===== src/rtl/tdm_demux_if.sv =====
// rtl/tdm_demux_if.sv - TDM stream input and parallel channel output bundle for tdm_demux
interface tdm_demux_if #(
    parameter int WIDTH    = 8,
    parameter int CHANNELS = 4
);
    localparam int SW = $clog2(CHANNELS);

    logic [WIDTH-1:0]          din;
    logic                      din_valid;
    logic                      fsync;
    logic                      clr_err;
    logic [CHANNELS*WIDTH-1:0] dout;
    logic                      dout_valid;
    logic                      locked;
    logic [SW-1:0]             slot;
    logic                      sync_err;

    modport master (
        output din, din_valid, fsync, clr_err,
        input  dout, dout_valid, locked, slot, sync_err
    );

    modport slave (
        input  din, din_valid, fsync, clr_err,
        output dout, dout_valid, locked, slot, sync_err
    );
endinterface


===== src/rtl/tdm_demux.sv =====
// rtl/tdm_demux.sv - TDM demultiplexer: frame-synced slot collection, parallel publish per frame
module tdm_demux #(
    parameter int WIDTH    = 8,
    parameter int CHANNELS = 4
) (
    input  logic         clk,
    input  logic         rst_n,
    tdm_demux_if.slave   bus
);
    localparam int            SW   = $clog2(CHANNELS);
    localparam logic [SW-1:0] LAST = SW'(CHANNELS - 1);
    localparam logic [SW-1:0] ONE  = SW'(1);

    typedef enum logic {HUNT, LOCK} state_t;

    state_t                    state_q, state_d;
    logic [SW-1:0]             slot_q, slot_d;
    logic                      err_q, err_d;
    logic                      wr_en;
    logic [SW-1:0]             wr_idx;
    logic                      publish;
    logic [CHANNELS*WIDTH-1:0] dout_q, dout_d;
    logic                      dout_valid_q;
    logic [WIDTH-1:0]          shadow_q [CHANNELS-1];

    always_ff @(posedge clk or negedge rst_n) begin
        if (!rst_n) begin
            state_q      <= HUNT;
            slot_q       <= '0;
            err_q        <= 1'b0;
            dout_q       <= '0;
            dout_valid_q <= 1'b0;
            for (int k = 0; k < CHANNELS - 1; k++) shadow_q[k] <= '0;
        end else begin
            state_q      <= state_d;
            slot_q       <= slot_d;
            err_q        <= err_d;
            dout_valid_q <= publish;
            if (publish) dout_q <= dout_d;
            for (int k = 0; k < CHANNELS - 1; k++)
                if (wr_en && wr_idx == k[SW-1:0]) shadow_q[k] <= bus.din;
        end
    end

    // The last slot is never stored: it goes straight into dout alongside the shadow bank.
    always_comb begin
        dout_d = '0;
        for (int k = 0; k < CHANNELS - 1; k++) dout_d[k*WIDTH +: WIDTH] = shadow_q[k];
        dout_d[(CHANNELS-1)*WIDTH +: WIDTH] = bus.din;
    end

    always_comb begin
        state_d = state_q;
        slot_d  = slot_q;
        err_d   = err_q & ~bus.clr_err;
        wr_en   = 1'b0;
        wr_idx  = '0;
        publish = 1'b0;
        if (bus.din_valid) begin
            case (state_q)
                HUNT: begin
                    if (bus.fsync) begin
                        wr_en   = 1'b1;
                        slot_d  = ONE;
                        state_d = LOCK;
                    end
                end
                LOCK: begin
                    if (bus.fsync) begin
                        // Early sync restarts the frame; the partial one is dropped unpublished.
                        if (slot_q != '0) err_d = 1'b1;
                        wr_en  = 1'b1;
                        slot_d = ONE;
                    end else if (slot_q == '0) begin
                        err_d   = 1'b1;
                        slot_d  = '0;
                        state_d = HUNT;
                    end else if (slot_q == LAST) begin
                        publish = 1'b1;
                        slot_d  = '0;
                    end else begin
                        wr_en  = 1'b1;
                        wr_idx = slot_q;
                        slot_d = slot_q + ONE;
                    end
                end
                default: state_d = HUNT;
            endcase
        end
    end

    assign bus.dout       = dout_q;
    assign bus.dout_valid = dout_valid_q;
    assign bus.locked     = (state_q == LOCK);
    assign bus.slot       = slot_q;
    assign bus.sync_err   = err_q;
endmodule


===== src/flat_wrapper.sv =====
// flat-port wrapper written by rule: the top's interface ports become plain ports
module tdm_demux_flat 
#(
    parameter int WIDTH    = 8,
    parameter int CHANNELS = 4
)
  (clk, rst_n, bus_din, bus_din_valid, bus_fsync, bus_clr_err, bus_dout, bus_dout_valid, bus_locked, bus_slot, bus_sync_err);
  tdm_demux_if #(.WIDTH(WIDTH), .CHANNELS(CHANNELS)) bus_i ();
  input  logic clk;
  input  logic rst_n;
  input wire logic [$bits(bus_i.din)-1:0] bus_din;
  input wire logic [$bits(bus_i.din_valid)-1:0] bus_din_valid;
  input wire logic [$bits(bus_i.fsync)-1:0] bus_fsync;
  input wire logic [$bits(bus_i.clr_err)-1:0] bus_clr_err;
  output wire logic [$bits(bus_i.dout)-1:0] bus_dout;
  output wire logic [$bits(bus_i.dout_valid)-1:0] bus_dout_valid;
  output wire logic [$bits(bus_i.locked)-1:0] bus_locked;
  output wire logic [$bits(bus_i.slot)-1:0] bus_slot;
  output wire logic [$bits(bus_i.sync_err)-1:0] bus_sync_err;
  assign bus_i.din = bus_din;
  assign bus_i.din_valid = bus_din_valid;
  assign bus_i.fsync = bus_fsync;
  assign bus_i.clr_err = bus_clr_err;
  assign bus_dout = bus_i.dout;
  assign bus_dout_valid = bus_i.dout_valid;
  assign bus_locked = bus_i.locked;
  assign bus_slot = bus_i.slot;
  assign bus_sync_err = bus_i.sync_err;
  tdm_demux #(.WIDTH(WIDTH), .CHANNELS(CHANNELS)) u_core (.clk(clk), .rst_n(rst_n), .bus(bus_i));
endmodule

===== config.mk =====
export PLATFORM = sky130hd
export DESIGN_NAME = tdm_demux_flat
export DESIGN_NICKNAME = d
export VERILOG_FILES = /design/src/rtl/tdm_demux_if.sv /design/src/rtl/tdm_demux.sv /design/src/flat_wrapper.sv
export SDC_FILE = /design/constraint.sdc
export NUM_CORES = 1
export LEC_CHECK = 0
export CORE_MARGIN = 1.5
export CORE_UTILIZATION = 50
export CTS_CLUSTER_DIAMETER = 200
export DETAILED_ROUTE_END_ITERATION = 8
export PLACE_DENSITY = 0.78
export SYNTH_ARGS = -nofsm -noshare
export SYNTH_HDL_FRONTEND = slang
export SYNTH_SLANG_ARGS = --single-unit

===== constraint.sdc =====
create_clock -name clk -period 2.1 [get_ports clk]
set_input_delay 0.315 -clock clk [delete_from_list [all_inputs] [get_ports clk]]
set_output_delay 0.315 -clock clk [all_outputs]
set_load 0.1 [all_outputs]

==> results of run 1 <==
cell usage in the layout (no fill, tap or decap), types with 2 or more instances in the layout:
| cell | count |
|---|---|
| dfrtp_1 | 58 |
| mux2_2 | 55 |
| buf_4 | 41 |
| clkbuf_8 | 11 |
| clkdlybuf4s50_1 | 11 |
| ha_1 | 6 |
| inv_1 | 4 |
| o22ai_1 | 2 |
| a21oi_1 | 2 |
| nor4b_4 | 2 |
| clkinv_2 | 2 |
| bufinv_16 | 2 |
| buf_12 | 2 |
| dfrtp_4 | 2 |
what timing repair did:
action / CTS / global route
hold endpoints to repair: 23 / 0
setup buffers: 0 / 0
hold buffers: 1 / 0
cell type report:
cell class / instances / area [sq um] / area share (%)
sequential: 61 / 1535 / 48.50
multi-input combinational: 77 / 845.8 / 26.72
timing repair buffer: 56 / 473.0 / 14.94
clock buffer: 12 / 155.1 / 4.901
clock inverter: 4 / 70.07 / 2.213
tap: 54 / 67.56 / 2.134
inverter: 5 / 18.77 / 0.5929
metrics by stage:
stage	std cells	area, sq um	util [%]	setup WS (ns)	hold slack [ns]
final	269	3166	67.47	0.1470	0.4996
after global routing	269	3166	67.47	0.05079	0.5157
after CTS	269	3166	67.47	0.1345	0.4976
after detailed placement	252	2930	62.45	0.06256	0.3290
after global placement	252	2930	62.45	0.09604	0.3183
after floorplan	149	2435	-	0.003137	0.01941
sequential cells by signal, indices dropped and copies added, names as in the netlist:
name / flops
u_core.bus.dout: 32
u_core.bus.dout_valid: 1
u_core.bus.locked: 1
u_core.bus.slot: 2
u_core.bus.sync_err: 1
u_core.dout_d: 24
cell families after synthesis:
logic type / Yosys count
compound gates: 8
fa+ha+maj: 6
buf+inv: 11
flops: 61
mux: 56
simple gates: 7
worst min-delay path by stage:
stage / to / slack, ns / cells after the start / startpoint
6_report: u_core.bus.dout[3] / 0.50 / 1 / u_core.dout_d[3]
5_1_grt: u_core.bus.dout[2] / 0.52 / 1 / u_core.dout_d[2]
4_1_cts: u_core.bus.dout[3] / 0.50 / 1 / u_core.dout_d[3]
3_5_place_dp: u_core.bus.dout[25] / 0.33 / 1 / rst_n
3_3_place_gp: u_core.bus.dout[24] / 0.32 / 1 / rst_n
2_1_floorplan: u_core.bus.dout[0] / 0.02 / 0 / rst_n
layer usage:
metal	vias up	share of wire (%)
met5	-	0
met4	0	1.5
met3	8	4.8
met2	41	48
met1	741	46
li1	645	-
==> impl_results.md, run 1 <==
* 1st-iter DRT viols at 36
* Top_reg_cell synth: dfrtp_1
* Num CTS Buffers at 9
* Crit. Startpoint: u_core.bus.slot[1]
* Ant diodes at 0
* Grt met3 use at between 8 and 9%
* Cell with the most instances after synthesis: dfrtp_1
* CP required at about 2.3 ns
* Worst EP arrival at roughly 2.2 ns
* Ports at 50
* Largest net degree at the start of global routing at 39
* Post-synth ARST share at 100.0%
* Post-DP HPWL at approximately 3.2 mm
* Reg2reg end: u_core.dout_d[4]
* Post-synth EDFFs at 0
* Synthesis warning total at 0
* Via count at 1,435
* Buf/Inv on CP at 1
* R2r worst-path depth at 5
* Post-Synth Adder-Cell Area at just over 3%
* Rows at 25
* Core ar. at about 4700 sq um
* R2R Setup Slk at 0.15 ns
* WL/cell at ~17 um
* CP Max Fanout at 8
* Setup violations, final at 0
* Initial antenna violation count at 0
* Vias in the first global route at approximately 1,500
* Port Buffers at 49
* Post-route ant nets at 0
* Cell area after synthesis at ~2400 sq um
* Final hold vios at 0
* Cell depth of the worst setup path at 5
* Tmin final at approximately 2 ns
* Post-Syn Nets at roughly 170
* Worst skew pair latency at around 0.33 ns
* Register area share after synthesis at between 60% and 70%
* Layout cell share with drive strength beyond 1 at ~57%
* Max_slew headroom at 62.70%
* Fmax at 0.5120 GHz
* Synth top area cells: dfrtp_1 (63%), mux2_2 (26%), ha_1 (3.1%)
* Post-synth top area cell: dfrtp_1
* Clock sink total at 61
* RD Place Congestion at about 0.7
* Worst r2r src: u_core.bus.slot[1]
* Resize count post-CTS at 0
* Synth top cells by count: dfrtp_1 (61), mux2_2 (55), ha_1 (6)
* Max Root-Sink Buffers at 2
* Main combinational cell family by area after synthesis: multiplexers
* #FFs+latches synth at 61
* Worst Skew at 0.005966 ns
* Period Utilization, post-route at between 90 and 100%
* Capture point of the critical path: u_core.dout_d[4]
* Distinct cells, synth at 19
* Critical path's top delay family: flip-flops
* Routed WL at around 4.6 mm
* DRC at 0
* Layer with the highest usage: met2
* Max-slew violation count at 0
* Mux cell area share after synthesis at about a quarter
* GR Util met1 at 27.69%
* Post-synthesis average cell area at ~16 sq um
* Post-layout nets at ~230
* Reg clk slew, reported paths at roughly 0.06 ns
* RSZ-0062 raised after global routing: no
* Area share of the largest cell type after synthesis at between 60 and 70%
* Worst path cell trace: inv_1 > ha_1 > nor4bb_1 > o21ai_2 > mux2_2
* Die Ht at 72.66 um
* Chip Width at ~73 um
* Area delta synth->final at 30.48%
* Worst Hold Class: reg -> reg
* Initial core utilization at 51.71%
* Max Cap Violations at 0
* Crit end category: flop
* Post-synthesis xor/xnor area fraction at 0%
* H-tree Lvls at 3
* Tot GR Track Use at around 20%
* Grt ovf at 0
* Filler cells at 345
* Via density per instance at between 5 and 6
* CTS tree: yes
* Clk root buf: clkbuf_8
* Synth Instances at about 150
* Die area at ~5300 sq um
* Met2 Usage GRT at between 20% and 30%
* CP max-delay cell: dfrtp_4
* Setup TNS at 0 ns
* Kind of critical path: reg -> reg
* Critical Path Start Type: flop
* DR pass1 iterations at 3
* Synth Area in Compound Gates at about 2.1%
* Slowest stage delay, CP at around 0.5 ns
* Status: finished, final reports clean
* Least-Margin Pin Slew at ~0.56 ns
* Post-Synth Simple-Gate Area at about 3.7%
* First-pass GRT wire length at approximately 8 mm
Power of run 1 is left out: the tool's default activity adds up to more than one toggle a clock period on the data nets, which glitch-free logic cannot reach.
==> run 2: changes to the inputs <==
Settings changed: CORE_MARGIN 1.5 to 10, HOLD_SLACK_MARGIN from default to 0.02, SETUP_SLACK_MARGIN from default to 0.2.
==> impl_results.md, run 2 (synthesis results as in run 1) <==
* Status: finished, final reports clean
* Tot GR Track Use at 13.82%
* Ports at 50
* Buf/Inv on CP at 2
* Metal2 WL at between 2 and 3 mm
* CP max-delay cell: dfrtp_4
* Ant diodes at 0
* Max reg flops at 32
* Core ar. at about 4700 sq um
* Max-slew violation count at 0
* Critical path's top delay family: flip-flops
* Least-Margin Pin Slew at 0.3247 ns
* Post-layout nets at 230
* Kind of critical path: reg -> reg
* Clk root buf: clkbuf_8
* Post-DP HPWL at 3.804 mm
* Reg2reg end: u_core.dout_d[14]
* DRC at 0
* Worst r2r src: u_core.bus.slot[1]
* Die area at 8038 sq um
* CP required at between 2 and 2.5 ns
* Final hold vios at 0
* Post-route ant nets at 0
* Area delta synth->final at 34.81%
* Worst skew pair latency at approximately 0.32 ns
* Crit. Startpoint: u_core.bus.slot[1]
* Largest net degree at the start of global routing at 34
* Crit end category: flop
* Initial antenna violation count at 0
* DR pass1 iterations at 2
* R2R Setup Slk at around 0.27 ns
* Fmax at around 0.55 GHz
* Slowest stage delay, CP at ~0.46 ns
* Via density per instance at between 5 and 6
* Setup TNS at 0 ns
* Layout cell share with drive strength beyond 1 at about three fifths
* Max_slew headroom at around four fifths
* Grt ovf at 0
* Filler cells at approximately 320
* CTS tree: yes
* Clock sink total at 61
* Uppermost layer routed: met4
* Worst EP arrival at about 2.0 ns
* Worst path cell trace: inv_4 > ha_4 > nand3_4 > nor4b_4 > buf_4 > mux2_2
* Rows at 25
* Critical Path Start Type: flop
* RD Place Congestion at ~0.89
* R2r worst-path depth at 6
* Via count at around 1,400
* WL/cell at 18.25 um
* Max Root-Sink Buffers at 2
* RSZ-0062 raised after global routing: no
* Met1 Wirelength at 2.143 mm
* Most common cell after layout, fill and taps aside: dfrtp_1
* Num CTS Buffers at 9
* 1st-iter DRT viols at about 50
* H-tree Lvls at 3
* Commonest non-fill, non-tap cells in the layout: dfrtp_1 (58), mux2_2 (53), buf_4 (40)
* Port Buffers at between 40 and 50
* CP Max Fanout at 8
* Chip Width at 89.66 um
* Initial core utilization at approximately 51%
* Setup violations, final at 0
* Vias in the first global route at 1,632
* Max Cap Violations at 0
* Reg clk slew, reported paths at ~0.070 ns
* Detail Route met3 WL at 401 um
* First-pass GRT wire length at approximately 8.3 mm
* Tmin final at about 1.8 ns
* Routed WL at 5.166 mm
* Period Utilization, post-route at between 80 and 90%
* Die Ht at about 90 um
* Worst Skew at around 0.0054 ns
* Worst Hold Class: in -> async
[run 2: routing by layer]
layer,vias up,global-route usage [%]
li1,654,-
met1,735,16.85
met2,39,21.77
met3,7,4.693
met4,0,6.069
met5,-,0
[run 2: cell type report]
type	instances	area (sq um)	share of cell area (%)
Clock inverter	3	90.09	2.754
Tap cell	67	83.83	2.563
Sequential cell	61	1535	46.94
Clock buffer	13	168.9	5.164
Timing Repair Buffer	57	496.7	15.19
Multi-Input combinational cell	77	872.1	26.66
Inverter	5	23.77	0.7269
[run 2: repair_timing]
item	4_1_cts	5_1_grt
hold endpoints to repair	10	0
gates resized for setup	0	2
pin swaps	1	0
endpoints found under the setup margin	8	9
buffers inserted	1	0
hold buffers	1	0
[run 2: worst max-delay path by stage]
stage	cells past startpoint	to
after detailed placement	5	u_core.bus.dout[0]
after global routing	6	u_core.dout_d[13]
after global placement	3	u_core.dout_d[5]
final	6	u_core.dout_d[14]
after CTS	6	u_core.dout_d[13]
after floorplan	5	u_core.dout_d[10]
[run 2: metrics by stage]
stage / hold slack, ns / area [sq um] / setup WS [ns] / std cells / utilization [%]
floorplan: 0.01941 / 2460 / 0.1010 / 149 / -
global placement: 0.2146 / 2972 / 0.1561 / 265 / 62.91
detailed placement: 0.2175 / 2972 / 0.08843 / 265 / 62.91
CTS: 0.4095 / 3261 / 0.2469 / 283 / 69.03
global route: 0.4301 / 3271 / 0.2125 / 283 / 69.25
finish: 0.4157 / 3271 / 0.2671 / 283 / 69.25
Power of run 2 is left out for the same reason.
